==> config.mk <==
export PLATFORM = sky130hd
export DESIGN_NAME = tron_trail_sequencer
export DESIGN_NICKNAME = d
export VERILOG_FILES = /design/src/rtl/tron_trail_sequencer.sv
export SDC_FILE = /design/constraint.sdc
export NUM_CORES = 1
export LEC_CHECK = 0
export CORE_MARGIN = 2
export CORE_UTILIZATION = 32
export CTS_BUF_LIST = sky130_fd_sc_hd__clkbuf_4 sky130_fd_sc_hd__clkbuf_8 sky130_fd_sc_hd__clkbuf_16
export DETAILED_ROUTE_END_ITERATION = 12
export HOLD_SLACK_MARGIN = 0.08
export SLEW_MARGIN = 10
export SYNTH_ARGS = -nofsm -noshare
export SYNTH_HDL_FRONTEND = slang
export SYNTH_SLANG_ARGS = --single-unit
==> constraint.sdc <==
create_clock -name clk -period 2.3 [get_ports clk]
set_input_delay 0.46 -clock clk [delete_from_list [all_inputs] [get_ports clk]]
set_output_delay 0.46 -clock clk [all_outputs]
set_load 0.01 [all_outputs]
==> src/rtl/tron_trail_sequencer.sv <==
// Sole master of the 1-bit trail BRAM: clears the arena, then per game tick
// reads both head cells, latches deaths and marks both cells as trail.
module tron_trail_sequencer #(
  parameter int unsigned GRID_W     = 160,
  parameter int unsigned GRID_H     = 120,
  parameter int unsigned CELL_SHIFT = 2,
  parameter int unsigned ADDR_W     = 15
) (
  input  logic              clk,
  input  logic              resetn,
  input  logic              start,
  input  logic              tick,
  input  logic [9:0]        x1,
  input  logic [9:0]        y1,
  input  logic [9:0]        x2,
  input  logic [9:0]        y2,
  output logic [ADDR_W-1:0] mem_addr,
  output logic              mem_we,
  output logic              mem_wdata,
  input  logic              mem_rdata,
  output logic              ready,
  output logic              step_done,
  output logic              dead1,
  output logic              dead2
);

  localparam int unsigned CNT_W = ADDR_W + 1;
  localparam int unsigned CELLS = GRID_W * GRID_H;

  typedef enum logic [2:0] {
    S_CLEAR, S_READY, S_RD1, S_RD2, S_EVAL, S_WR1, S_WR2, S_DONE
  } state_t;

  state_t            state_q;
  logic [CNT_W-1:0]  cnt_q;
  logic [ADDR_W-1:0] addr1_q, addr2_q, mem_addr_q;
  logic              oob1_q, oob2_q, same_q, occ1_q;
  logic              mem_we_q, mem_wdata_q, ready_q, step_done_q, dead1_q, dead2_q;

  // Cell addresses straight from the head coordinates; latched on tick acceptance.
  logic [9:0]        cx1, cy1, cx2, cy2;
  logic [ADDR_W-1:0] addr1_d, addr2_d;
  logic              oob1_d, oob2_d, same_d;

  assign cx1     = x1 >> CELL_SHIFT;
  assign cy1     = y1 >> CELL_SHIFT;
  assign cx2     = x2 >> CELL_SHIFT;
  assign cy2     = y2 >> CELL_SHIFT;
  assign addr1_d = ADDR_W'(cy1) * ADDR_W'(GRID_W) + ADDR_W'(cx1);
  assign addr2_d = ADDR_W'(cy2) * ADDR_W'(GRID_W) + ADDR_W'(cx2);
  assign oob1_d  = (32'(cx1) >= GRID_W) || (32'(cy1) >= GRID_H);
  assign oob2_d  = (32'(cx2) >= GRID_W) || (32'(cy2) >= GRID_H);
  assign same_d  = !oob1_d && !oob2_d && (addr1_d == addr2_d);

  always_ff @(posedge clk or negedge resetn) begin
    if (!resetn) begin
      state_q     <= S_CLEAR;
      cnt_q       <= '0;
      addr1_q     <= '0;
      addr2_q     <= '0;
      oob1_q      <= 1'b0;
      oob2_q      <= 1'b0;
      same_q      <= 1'b0;
      occ1_q      <= 1'b0;
      mem_addr_q  <= '0;
      mem_we_q    <= 1'b0;
      mem_wdata_q <= 1'b0;
      ready_q     <= 1'b0;
      step_done_q <= 1'b0;
      dead1_q     <= 1'b0;
      dead2_q     <= 1'b0;
    end else if (start) begin
      // A new round abandons whatever step is in flight.
      state_q     <= S_CLEAR;
      cnt_q       <= '0;
      mem_addr_q  <= '0;
      mem_we_q    <= 1'b0;
      mem_wdata_q <= 1'b0;
      ready_q     <= 1'b0;
      step_done_q <= 1'b0;
      dead1_q     <= 1'b0;
      dead2_q     <= 1'b0;
    end else begin
      mem_addr_q  <= '0;
      mem_we_q    <= 1'b0;
      mem_wdata_q <= 1'b0;
      ready_q     <= 1'b0;
      step_done_q <= 1'b0;
      case (state_q)
        S_CLEAR: begin
          if (cnt_q == CNT_W'(CELLS)) begin
            state_q <= S_READY;
            ready_q <= 1'b1;
          end else begin
            mem_we_q   <= 1'b1;
            mem_addr_q <= ADDR_W'(cnt_q);
            cnt_q      <= cnt_q + CNT_W'(1);
          end
        end
        S_READY: begin
          if (tick && !dead1_q && !dead2_q) begin
            state_q    <= S_RD1;
            addr1_q    <= addr1_d;
            addr2_q    <= addr2_d;
            oob1_q     <= oob1_d;
            oob2_q     <= oob2_d;
            same_q     <= same_d;
            mem_addr_q <= addr1_d;
          end else begin
            ready_q <= 1'b1;
          end
        end
        S_RD1: begin
          state_q    <= S_RD2;
          mem_addr_q <= addr2_q;
        end
        S_RD2: begin
          state_q <= S_EVAL;
          occ1_q  <= mem_rdata;
        end
        S_EVAL: begin
          state_q <= S_WR1;
          dead1_q <= dead1_q | occ1_q | oob1_q | same_q;
          dead2_q <= dead2_q | mem_rdata | oob2_q | same_q;
          if (!oob1_q) begin
            mem_we_q    <= 1'b1;
            mem_wdata_q <= 1'b1;
            mem_addr_q  <= addr1_q;
          end
        end
        S_WR1: begin
          state_q <= S_WR2;
          if (!oob2_q) begin
            mem_we_q    <= 1'b1;
            mem_wdata_q <= 1'b1;
            mem_addr_q  <= addr2_q;
          end
        end
        S_WR2: begin
          state_q     <= S_DONE;
          step_done_q <= 1'b1;
        end
        S_DONE: begin
          state_q <= S_READY;
          ready_q <= 1'b1;
        end
        default: begin
          state_q <= S_CLEAR;
          cnt_q   <= '0;
        end
      endcase
    end
  end

  assign mem_addr  = mem_addr_q;
  assign mem_we    = mem_we_q;
  assign mem_wdata = mem_wdata_q;
  assign ready     = ready_q;
  assign step_done = step_done_q;
  assign dead1     = dead1_q;
  assign dead2     = dead2_q;

endmodule
* Word-level counts from Yosys, hierarchy flattened
Index checks and enable logic that the tools add are counted.
Word-level totals: word-level logic and storage cells 90, flip-flop bits (word level) 74, output and inout port bits 21, input bits 45
Cells by class: equality and inequality tests 12, bitwise gates (word level) 7, order comparisons 4, add/subtract/negate cells 3, reductions and logical operators 17, multipliers 2, muxes and demuxes 30
Operators with widths (count):
- 15-bit 2-to-1 mux | 5
- 15-bit case mux with 5 select lines | 1
- 16-bit 2-to-1 mux | 3
- 15-bit by 8-bit adder with 15-bit output | 2
- 3-bit case mux with 8 select lines | 1
- 8-bit by 3-bit multiplier with 10-bit output (second input constant) | 2
- 16-bit by 1-bit adder with 16-bit output (second input constant) | 1
- 16-bit by 15-bit equality test with 1-bit output (second input constant) | 1
- 8-bit by 7-bit >= comparator with 1-bit output (second input constant) | 2
- 8-bit >= comparator (second input constant) | 2
- 15-bit equality test | 1
- 1-bit 2-to-1 mux | 14
- 3-bit equality test (second input constant) | 4
- 3-bit 2-to-1 mux | 3
- 3-bit by 2-bit equality test with 1-bit output (second input constant) | 2
- 3-bit inequality test (second input constant) | 2
- 1-bit bitwise OR | 6
- 1-bit case mux with 3 select lines | 2
- 2-bit AND reduction | 3
- 1-bit logical AND | 4
- 1-bit logical NOT | 4
- 2-bit nonzero test | 2
- 3-bit by 1-bit equality test with 1-bit output (second input constant) | 1
- 3-bit logical NOT | 1
- other kinds (5) | 6

* Logic depth before layout (Yosys ltp)
Gate-level depths: netlist of run 1.
depth after elaboration 6, depth in mapped cells 11

* Worst setup path before layout of run 1
Ideal clock, no wire load.
kind input to register, start input y1[3], end register same_q, path slack -0.648 ns, data arrival time 2.852 ns, cell stages on the path 10, path buffers 0, data required time 2.205 ns, cells stage by stage ha_1 > ha_1 > fa_1 > a21o_1 > a21oi_1 > xnor2_1 > o211a_1 > xnor2_1 > xor3_1 > o31ai_1
On the way: cells in the longest elaborated chain, start to end 5
Ends and longest elaborated chain:
- start, declared | line 14 | input logic [9:0] y1,
- branches (longest 4 deep; another with 15-bit by 8-bit adder with 15-bit output)
- 1-bit logical AND (*) | line 53 | assign same_d = !oob1_d && !oob2_d && (addr1_d == addr2_d);
- end signal, assigned | line 107 | same_q <= same_d;
- end, declared | line 37 | logic oob1_q, oob2_q, same_q, occ1_q;
Mark *: on every way between the ends. A chain may end at the register's enable or synchronous reset.

* Final worst setup path of run 1
start input y2[5], end register same_q
On the way: cells in the longest elaborated chain, start to end 5
Ends and longest elaborated chain:
- start, declared | line 16 | input logic [9:0] y2,
- branches (longest 4 deep; another with 15-bit by 8-bit adder with 15-bit output)
- 1-bit logical AND (*) | line 53
Marked as above.

==> tab_implementation.tex, run 1 <==
\begin{tabular}{lr}
\hline
Metric & Value \\
\hline
\multicolumn{2}{l}{\textbf{Floorplanning}} \\
Height of the chip & 121.9 µm \\
Chip width & 121.9 µm \\
Starting density of the core & 0.3242 \\
Area of the die & 14860 µm² \\
Ports placed on the boundary & 66 \\
Row cnt & 43 \\
Core Box Area & 13720 µm² \\
\multicolumn{2}{l}{\textbf{Outcome}} \\
Result of the run & finished, violations left \\
Violated checks & setup timing \\
\multicolumn{2}{l}{\textbf{Detailed routing}} \\
Post-route DRC & 0 \\
Final ANT Viol Nets & 0 \\
Overall routed net length & 12570 µm \\
Vias & 4099 \\
Number of violations reported at the end of detailed-routing iteration 0 & 384 \\
Detailed-route vias per instance & 5.036 \\
Count of TritonRoute iterations in the first routing pass & 7 \\
DR WL/cell & 15.45 µm \\
\multicolumn{2}{l}{\textbf{Finish}} \\
Number of inserted filler cells in the final layout & 1201 \\
Ratio of cells with drive above 1 in the final layout & 0.3328 \\
Util after Layout & 0.5133 \\
Final std cell area, no fill & 7042 µm² \\
Total inserted antenna cells & 0 \\
Synthesis-to-finish area growth & 58.31\% \\
Final-stage net count & 710 \\
\multicolumn{2}{l}{\textbf{Timing}} \\
Peak clock frequency supported by timing & 389.1 MHz \\
RSZ-0062 raised after global routing & yes \\
Skew final & 0.005282 ns \\
Worst Max-Slew Pin Slew & 0.5957 ns \\
Slew Viols, Final & 0 \\
Final worst path period need & 2.570 ns \\
Post-route setup TNS & -0.7247 ns \\
Setup violation total in the final timing report & 5 \\
Remaining max-slew budget at the tightest pin & 0.6029 \\
Final Cycle Share & 1.117 \\
Hold Fails Final Rpt & 0 \\
Final worst-path setup slack & -0.2698 ns \\
Worst hold-check slack & 0.1354 ns \\
\multicolumn{2}{l}{\textbf{Placement}} \\
Place WS & -1.067 ns \\
Port buffer count & 57 \\
Detail Placement HPWL & 8781 µm \\
Total placed instance area & 6005 µm² \\
Gp weighted congestion & 0.8459 \\
\multicolumn{2}{l}{\textbf{Power and ir drop}} \\
Power share of the sequential group & 0.337 \\
Net Sw Frac & 0.2690 \\
Lkg Pwr & 3.092 nW \\
P per Cell Area & 654.5 nW/µm² \\
Psw & 1.240 mW \\
Clock network power share & 0.375 \\
P\_int & 3.369 mW \\
Max IR drop VDD & 0.4691 mV \\
Logic gate share of total power & 0.287 \\
\multicolumn{2}{l}{\textbf{Clock tree}} \\
Clock tree from TritonCTS & done \\
CTS HTree Levels & 3 \\
Clk pin slew, worst setup/hold paths & 0.06 ns \\
Number of sinks on the clock net & 74 \\
Clock root cell & sky130\_fd\_sc\_hd\_\_clkbuf\_16 \\
Max Root-Sink Buffers & 2 \\
Clock Latency Late Sink & 0.33 ns \\
CTS Buf Count & 9 \\
Number of hold buffers added after CTS & 0 \\
\multicolumn{2}{l}{\textbf{Logic synthesis}} \\
Largest family of logic cells by synthesized area & simple AND/OR/NAND/NOR gates \\
Synth Area in Compound Gates & 0.1331 \\
Number of storage elements in the synthesis netlist & 74 \\
Commonest cells in the synthesized netlist & 101 x sky130\_fd\_sc\_hd\_\_nand2\_1, 74 x sky130\_fd\_sc\_hd\_\_dfrtp\_1, 38 x sky130\_fd\_sc\_hd\_\_nor2\_1, 32 x sky130\_fd\_sc\_hd\_\_ha\_1, 31 x sky130\_fd\_sc\_hd\_\_a21oi\_1 \\
Avg Cell Area, Syn & 9.209 µm² \\
Proportion of netlist area held by the largest area contributor & 0.4163 \\
Yosys synthesis warning count & 0 \\
Share of the yosys chip area belonging to registers & 0.4163 \\
Number of flops mapped to enable cells by yosys & 0 \\
Synth Area in XOR/XNOR & 0.1018 \\
Net count of the mapped netlist & 564 \\
Largest cells by area after synthesis & sky130\_fd\_sc\_hd\_\_dfrtp\_1 42\%, sky130\_fd\_sc\_hd\_\_ha\_1 9.0\%, sky130\_fd\_sc\_hd\_\_nand2\_1 8.5\% \\
Commonest register cell after synthesis & sky130\_fd\_sc\_hd\_\_dfrtp\_1 \\
Count of cell types in the netlist & 46 \\
Cell type with the highest aggregate area in the netlist & sky130\_fd\_sc\_hd\_\_dfrtp\_1 \\
Share of synthesized area spent on multiplexers & 0.005063 \\
Share of synthesized flip-flops with an asynchronous set or reset & 1.000 \\
Post-synthesis adder-cell area fraction & 0.1080 \\
Cell with the most instances after synthesis & sky130\_fd\_sc\_hd\_\_nand2\_1 \\
Number of instances in the synthesized netlist & 483 \\
Simple-Gate Fraction of Synth Area & 0.2104 \\
Mapped cell area & 4448 µm² \\
\multicolumn{2}{l}{\textbf{Setup path}} \\
Crit-path slowest cell & sky130\_fd\_sc\_hd\_\_fa\_2 \\
Peak per-stage delay on the critical path & 0.50 ns \\
Critical Path AT & 2.80 ns \\
Element type at the critical path start & primary input \\
Worst setup path category & primary input to flip-flop \\
Required time at the endpoint of the critical path & 2.53 ns \\
List of cells traversed by the critical path & buf\_6 -> ha\_4 -> ha\_4 -> inv\_2 -> fa\_2 -> buf\_6 -> nor4\_4 -> nand3\_2 -> xor2\_4 -> xnor2\_1 -> o31ai\_2 \\
Maximum fanout count along the critical path & 2 \\
Crit path capture type & flip-flop \\
\multicolumn{2}{l}{\textbf{GRT}} \\
Initial antenna violation count & 0 \\
Grt ovf & 0 \\
Largest net degree at the start of global routing & 35 \\
Number of global-route vias before repair & 4140 \\
Tot GR Track Use & 0.1743 \\
First-pass GRT wire length & 20420 µm \\
\multicolumn{2}{l}{\textbf{Run}} \\
Number of max-cap violations & 0 \\
\multicolumn{2}{l}{\textbf{Min path}} \\
Hold/Removal Path Class & primary input to asynchronous set/reset pin \\
\hline
\end{tabular}
worst paths after layout:
kind	start	to	slack, ns	cells past startpoint
max	y2[5]	same_q$_DFFE_PN0P_	-0.27	11
min reg2reg	addr2_q[3]$_DFFE_PN0P_	addr2_q[3]$_DFFE_PN0P_	0.48	2
min	resetn	ready$_DFF_PN0_	0.14	1
min in group clk	addr2_q[3]$_DFFE_PN0P_	addr2_q[3]$_DFFE_PN0P_	0.48	2
max reg2reg	cnt_q[0]$_DFFE_PN0P_	mem_addr[14]$_DFF_PN0_	-0.03	7
max in group asynchronous	resetn	addr1_q[7]$_DFFE_PN0P_	1.61	2
power groups by stage:
stage	registers, mW	logic, mW	clock network, mW
after global routing	1.58	1.45	1.81
after detailed placement	1.57	1.03	0
final	1.55	1.32	1.73
after CTS	1.55	1.22	1.76
after global placement	1.56	1.01	0
after floorplan	1.55	0.594	0
layout by cell type (no fill, tap or decap), types with 4 or more instances in the layout:
cell                              instances
sky130_fd_sc_hd__a21oi_1                 26
sky130_fd_sc_hd__a222oi_1                13
sky130_fd_sc_hd__buf_12                   4
sky130_fd_sc_hd__buf_2                    7
sky130_fd_sc_hd__buf_4                   83
sky130_fd_sc_hd__buf_6                   11
sky130_fd_sc_hd__buf_8                    4
sky130_fd_sc_hd__bufinv_16                4
sky130_fd_sc_hd__clkbuf_16                9
sky130_fd_sc_hd__clkdlybuf4s50_1         39
sky130_fd_sc_hd__dfrtp_1                 74
sky130_fd_sc_hd__fa_2                     4
sky130_fd_sc_hd__ha_1                     9
sky130_fd_sc_hd__ha_4                    21
sky130_fd_sc_hd__inv_1                    8
sky130_fd_sc_hd__nand2_1                 96
sky130_fd_sc_hd__nand2_2                  5
sky130_fd_sc_hd__nand2b_1                 6
sky130_fd_sc_hd__nand3_1                  7
sky130_fd_sc_hd__nand4_1                  6
sky130_fd_sc_hd__nor2_1                  37
sky130_fd_sc_hd__nor3_1                   6
sky130_fd_sc_hd__nor3b_1                  5
sky130_fd_sc_hd__o21ai_0                 11
sky130_fd_sc_hd__o21ai_1                  5
sky130_fd_sc_hd__or3_1                    5
sky130_fd_sc_hd__xnor2_1                 16
sky130_fd_sc_hd__xnor2_2                  5
sky130_fd_sc_hd__xor2_1                  20
sky130_fd_sc_hd__xor2_4                   4
sequential cells by signal (all words and copies together), names as in the netlist:
| signal | cells |
|---|---|
| cnt_q | 16 |
| oob1_q | 1 |
| mem_wdata | 1 |
| ready | 1 |
| occ1_q | 1 |
| addr2_q | 15 |
| dead2 | 1 |
| mem_addr | 15 |
| step_done | 1 |
| mem_we | 1 |
| dead1 | 1 |
| addr1_q | 15 |
| oob2_q | 1 |
| state_q | 3 |
| same_q | 1 |
kinds of logic after synthesis:
family,after synthesis
XOR/XNOR,50
adder cells (fa/ha/maj),36
AO/OA/AOI/OAI,89
multiplexers,2
buffers and inverters,30
flip-flops,74
AND/OR/NAND/NOR,202
area by class of cell:
class | instances | area (µm²) | area share
timing repair buffer | 155 | 1385 | 0.1967
sequential | 74 | 1852 | 0.2630
tap | 180 | 225.2 | 0.03198
clock buffer | 11 | 246.5 | 0.03500
inverter | 10 | 37.54 | 0.005330
multi-input combinational | 379 | 3171 | 0.4502
clock inverter | 5 | 125.1 | 0.01777
through the flow:
stage / cells / power [mW]
2_1_floorplan: 483 / 2.142
3_3_place_gp: 783 / 2.574
3_5_place_dp: 783 / 2.602
4_1_cts: 811 / 4.531
5_1_grt: 814 / 4.837
6_report: 814 / 4.609
repair_timing:
item,4_1_cts,5_1_grt
setup endpoints to repair,22,36
buffers inserted,14,7
pin swaps,52,35
hold endpoints to repair,0,0
gates resized for setup,113,42
worst max-delay path: cells and delay by family:
family | cells | cell delay [ns]
AO/OA/AOI/OAI | 1 | 0.22
XOR/XNOR | 2 | 0.36
adder cells (fa/ha/maj) | 3 | 0.89
buffers and inverters | 3 | 0.29
AND/OR/NAND/NOR | 2 | 0.58
per-layer routing:
metal,wire (µm),GRT usage,share of wire
met4,187,0.05172,0.015
met5,0,0,0
met2,6448,0.2989,0.51
met3,506,0.02949,0.040
met1,5431,0.2257,0.43
Power figures use the tool's default switching activity.
==> inputs of run 2 (changes only) <==
DONT_BUFFER_PORTS = 1   (was unset)
==> run 2 against run 1 <==
Effect of this change:
- the flow still finishes with violations (setup timing)
- die area is the same
- final cell count fell by 11%
- clock-buffer cell count decreased by 2
- non-clock buffer count down 87
- register-to-register slack improved by 0.08 ns
- setup slack better by 0.11 ns
- via count shrank 8.8%
- clock power fell by 2%
- highest routed layer unchanged
==> tab_implementation.tex, run 2 (synthesis gave the netlist of run 1 again) <==
\begin{tabular}{lr}
\hline
Metric & Value \\
\hline
\multicolumn{2}{l}{\textbf{Floorplanning}} \\
Row cnt & 43 (unchanged) \\
Starting density of the core & 0.3242 (unchanged) \\
Ports placed on the boundary & 66 (unchanged) \\
Chip width & 121.9 µm (unchanged) \\
Height of the chip & 121.9 µm (unchanged) \\
Area of the die & 14860 µm² (unchanged) \\
Core Box Area & 13720 µm² (unchanged) \\
\multicolumn{2}{l}{\textbf{Clock tree}} \\
Max Root-Sink Buffers & 2 (unchanged) \\
Number of sinks on the clock net & 74 (unchanged) \\
Clock Latency Late Sink & 0.33 ns (about the same) \\
Clk pin slew, worst setup/hold paths & 0.06 ns (about the same) \\
Clock root cell & sky130\_fd\_sc\_hd\_\_clkbuf\_16 (unchanged) \\
CTS Buf Count & 9 (unchanged) \\
Clock tree from TritonCTS & done (unchanged) \\
CTS HTree Levels & 3 (unchanged) \\
\multicolumn{2}{l}{\textbf{Min path}} \\
Hold/Removal Path Class & primary input to flip-flop (was primary input to asynchronous set/reset pin) \\
\multicolumn{2}{l}{\textbf{Setup path}} \\
FF-to-FF path depth & 8 (was 7) \\
Critical Path End & same\_q\$\_DFFE\_PN0P\_ (unchanged) \\
List of cells traversed by the critical path & ha\_4 -> ha\_4 -> fa\_2 -> a211oi\_1 -> o21ai\_1 -> a21oi\_2 -> xnor2\_2 -> xnor2\_2 -> xor3\_1 -> o31ai\_2 (was buf\_6 -> ha\_4 -> ha\_4 -> inv\_2 -> fa\_2 -> buf\_6 -> nor4\_4 -> nand3\_2 -> xor2\_4 -> xnor2\_1 -> o31ai\_2) \\
Required time at the endpoint of the critical path & 2.54 ns (was 2.53 ns) \\
Crit path capture type & flip-flop (unchanged) \\
Peak per-stage delay on the critical path & 0.45 ns (was 0.50 ns) \\
Reg-to-reg setup timing slack & 0.05 ns (was -0.03 ns) \\
Crit-path slowest cell & sky130\_fd\_sc\_hd\_\_xor3\_1 (was sky130\_fd\_sc\_hd\_\_fa\_2) \\
Element type at the critical path start & primary input (unchanged) \\
Maximum fanout count along the critical path & 3 (was 2) \\
Launch point of the worst path & y1[3] (was y2[5]) \\
End of the worst register-to-register path & same\_q\$\_DFFE\_PN0P\_ (was mem\_addr[14]\$\_DFF\_PN0\_) \\
Worst setup path category & primary input to flip-flop (unchanged) \\
Origin of the critical flop-to-flop path & dead1\$\_DFFE\_PN0P\_ (was cnt\_q[0]\$\_DFFE\_PN0P\_) \\
Critical Path AT & 2.70 ns (was 2.80 ns) \\
\multicolumn{2}{l}{\textbf{Finish}} \\
Most common cell after layout, fill and taps aside & sky130\_fd\_sc\_hd\_\_nand2\_1 (unchanged) \\
Leading cell types in the layout, fill and taps excluded & 100 x sky130\_fd\_sc\_hd\_\_nand2\_1, 73 x sky130\_fd\_sc\_hd\_\_dfrtp\_1, 63 x sky130\_fd\_sc\_hd\_\_buf\_4 (was 96 x sky130\_fd\_sc\_hd\_\_nand2\_1, 83 x sky130\_fd\_sc\_hd\_\_buf\_4, 74 x sky130\_fd\_sc\_hd\_\_dfrtp\_1) \\
Ratio of cells with drive above 1 in the final layout & 0.2473 (was 0.3328) \\
Final standard cell count with taps included and fillers excluded & 726 (was 814) \\
Register with the most flip-flops & cnt\_q (unchanged) \\
Synthesis-to-finish area growth & 32.80\% (was 58.31\%) \\
Total inserted antenna cells & 0 (unchanged) \\
Number of inserted filler cells in the final layout & 1305 (was 1201) \\
Flip-flop count of the largest register after layout & 16 (unchanged) \\
Total area of multi-input combinational cells & 2883 µm² (was 3171 µm²) \\
Final-stage net count & 623 (was 710) \\
Seq. cell area & 1853 µm² (was 1852 µm²) \\
Final std cell area, no fill & 5907 µm² (was 7042 µm²) \\
\multicolumn{2}{l}{\textbf{Timing}} \\
Final worst-path setup slack & -0.1622 ns (was -0.2698 ns) \\
RSZ-0062 raised after global routing & yes (unchanged) \\
Hold Fails Final Rpt & 0 (unchanged) \\
Post-route setup TNS & -0.2279 ns (was -0.7247 ns) \\
Remaining max-slew budget at the tightest pin & 0.4619 (was 0.6029) \\
Worst Max-Slew Pin Slew & 0.8071 ns (was 0.5957 ns) \\
Final worst path period need & 2.462 ns (was 2.570 ns) \\
Slew Viols, Final & 0 (unchanged) \\
Skew final & 0.007806 ns (was 0.005282 ns) \\
Setup violation total in the final timing report & 3 (was 5) \\
Peak clock frequency supported by timing & 406.1 MHz (was 389.1 MHz) \\
Final Cycle Share & 1.071 (was 1.117) \\
\multicolumn{2}{l}{\textbf{Detailed routing}} \\
Post-route DRC & 0 (unchanged) \\
Count of TritonRoute iterations in the first routing pass & 6 (was 7) \\
Number of violations reported at the end of detailed-routing iteration 0 & 515 (was 384) \\
Vias & 3738 (was 4099) \\
Detailed-route vias per instance & 5.149 (was 5.036) \\
Overall routed net length & 11670 µm (was 12570 µm) \\
Final ANT Viol Nets & 0 (unchanged) \\
DR WL/cell & 16.07 µm (was 15.45 µm) \\
\multicolumn{2}{l}{\textbf{GRT}} \\
Initial antenna violation count & 0 (unchanged) \\
Grt ovf & 0 (unchanged) \\
First-pass GRT wire length & 19120 µm (was 20420 µm) \\
Tot GR Track Use & 0.1616 (was 0.1743) \\
Largest net degree at the start of global routing & 75 (was 35) \\
Number of global-route vias before repair & 3834 (was 4140) \\
\multicolumn{2}{l}{\textbf{Outcome}} \\
Result of the run & finished, violations left (unchanged) \\
Violated checks & setup timing (unchanged) \\
\multicolumn{2}{l}{\textbf{Power and ir drop}} \\
Total Power Consumption & 4.287 mW (was 4.609 mW) \\
Max IR drop VDD & 0.4055 mV (was 0.4691 mV) \\
Power share of the sequential group & 0.363 (was 0.337) \\
Psw & 1.145 mW (was 1.240 mW) \\
Logic gate share of total power & 0.242 (was 0.287) \\
P\_int & 3.143 mW (was 3.369 mW) \\
Net Sw Frac & 0.2670 (was 0.2690) \\
Clock network power share & 0.395 (was 0.375) \\
Lkg Pwr & 2.638 nW (was 3.092 nW) \\
P per Cell Area & 725.8 nW/µm² (was 654.5 nW/µm²) \\
\multicolumn{2}{l}{\textbf{Run}} \\
Number of max-cap violations & 0 (unchanged) \\
\multicolumn{2}{l}{\textbf{Placement}} \\
Total placed instance area & 5234 µm² (was 6005 µm²) \\
Inst Count DP & 703 (was 783) \\
Port buffer count & 0 (was 57) \\
Gp weighted congestion & 0.8688 (was 0.8459) \\
Place WS & -0.4959 ns (was -1.067 ns) \\
Detail Placement HPWL & 8425 µm (was 8781 µm) \\
\hline
\end{tabular}
## run 2: changes by cell type in the layout (fill, tap and decap cells not counted), sizes merged
cell,delta
buf,-42
clkdlybuf4s50,-39
dlygate4sd2,-3
dlymetal6s2s,-2
clkdlybuf4s15,-2
clkbuf,-2
clkinv,+1
dlygate4sd3,+1
## run 2: worst max-delay path: cells and delay by family
kind	cells	cell delay [ns]
adder cells (fa/ha/maj)	3	0.76
AO/OA/AOI/OAI	4	0.73
XOR/XNOR	3	0.75
## run 2: power by group through the flow
stage,registers (mW),logic [mW],clock network [mW]
2_1_floorplan,1.55,0.594,0
3_3_place_gp,1.57,0.874,0
3_5_place_dp,1.58,0.892,0
4_1_cts,1.56,0.945,1.72
5_1_grt,1.58,1.16,1.78
6_report,1.56,1.04,1.69
## run 2: how the worst min path moves through the flow
stage / startpoint / to / depth (start not counted)
after floorplan: resetn / addr1_q[0]$_DFFE_PN0P_ / 0
after global placement: resetn / ready$_DFF_PN0_ / 0
after detailed placement: resetn / ready$_DFF_PN0_ / 0
after CTS: start / state_q[2]$_DFFE_PN0P_ / 1
after global routing: start / state_q[2]$_DFFE_PN0P_ / 1
final: start / state_q[2]$_DFFE_PN0P_ / 1
## run 2: routing by layer
metal,GRT usage,share of wire,vias to the layer above
met1,0.2163,0.44,1843
met4,0.04741,0.013,0
met3,0.03277,0.050,9
met2,0.2647,0.50,78
met5,0,0,-
li1,-,-,1808
## run 2: per-stage QoR
step	util	hold slack [ns]
floorplan	-	0.1644
global placement	0.3815	0.1661
detailed placement	0.3815	0.1663
CTS	0.4128	0.1810
global route	0.4306	0.1775
finish	0.4306	0.1897
## run 2: final cells by class
type                            instances  area share
Multi-Input combinational cell        379      0.4880
Sequential cell                        74      0.3137
Timing Repair Buffer                   68     0.09362
Clock buffer                            9     0.03813
Tap cell                              180     0.03813
Clock inverter                          6     0.02203
Inverter                               10    0.006355
## run 2: what timing repair did
action,4_1_cts,5_1_grt
hold endpoints to repair,74,0
pin swaps,3,15
resized for setup,5,33
setup endpoints to repair,4,22
hold buffers,2,0
setup buffers,0,6
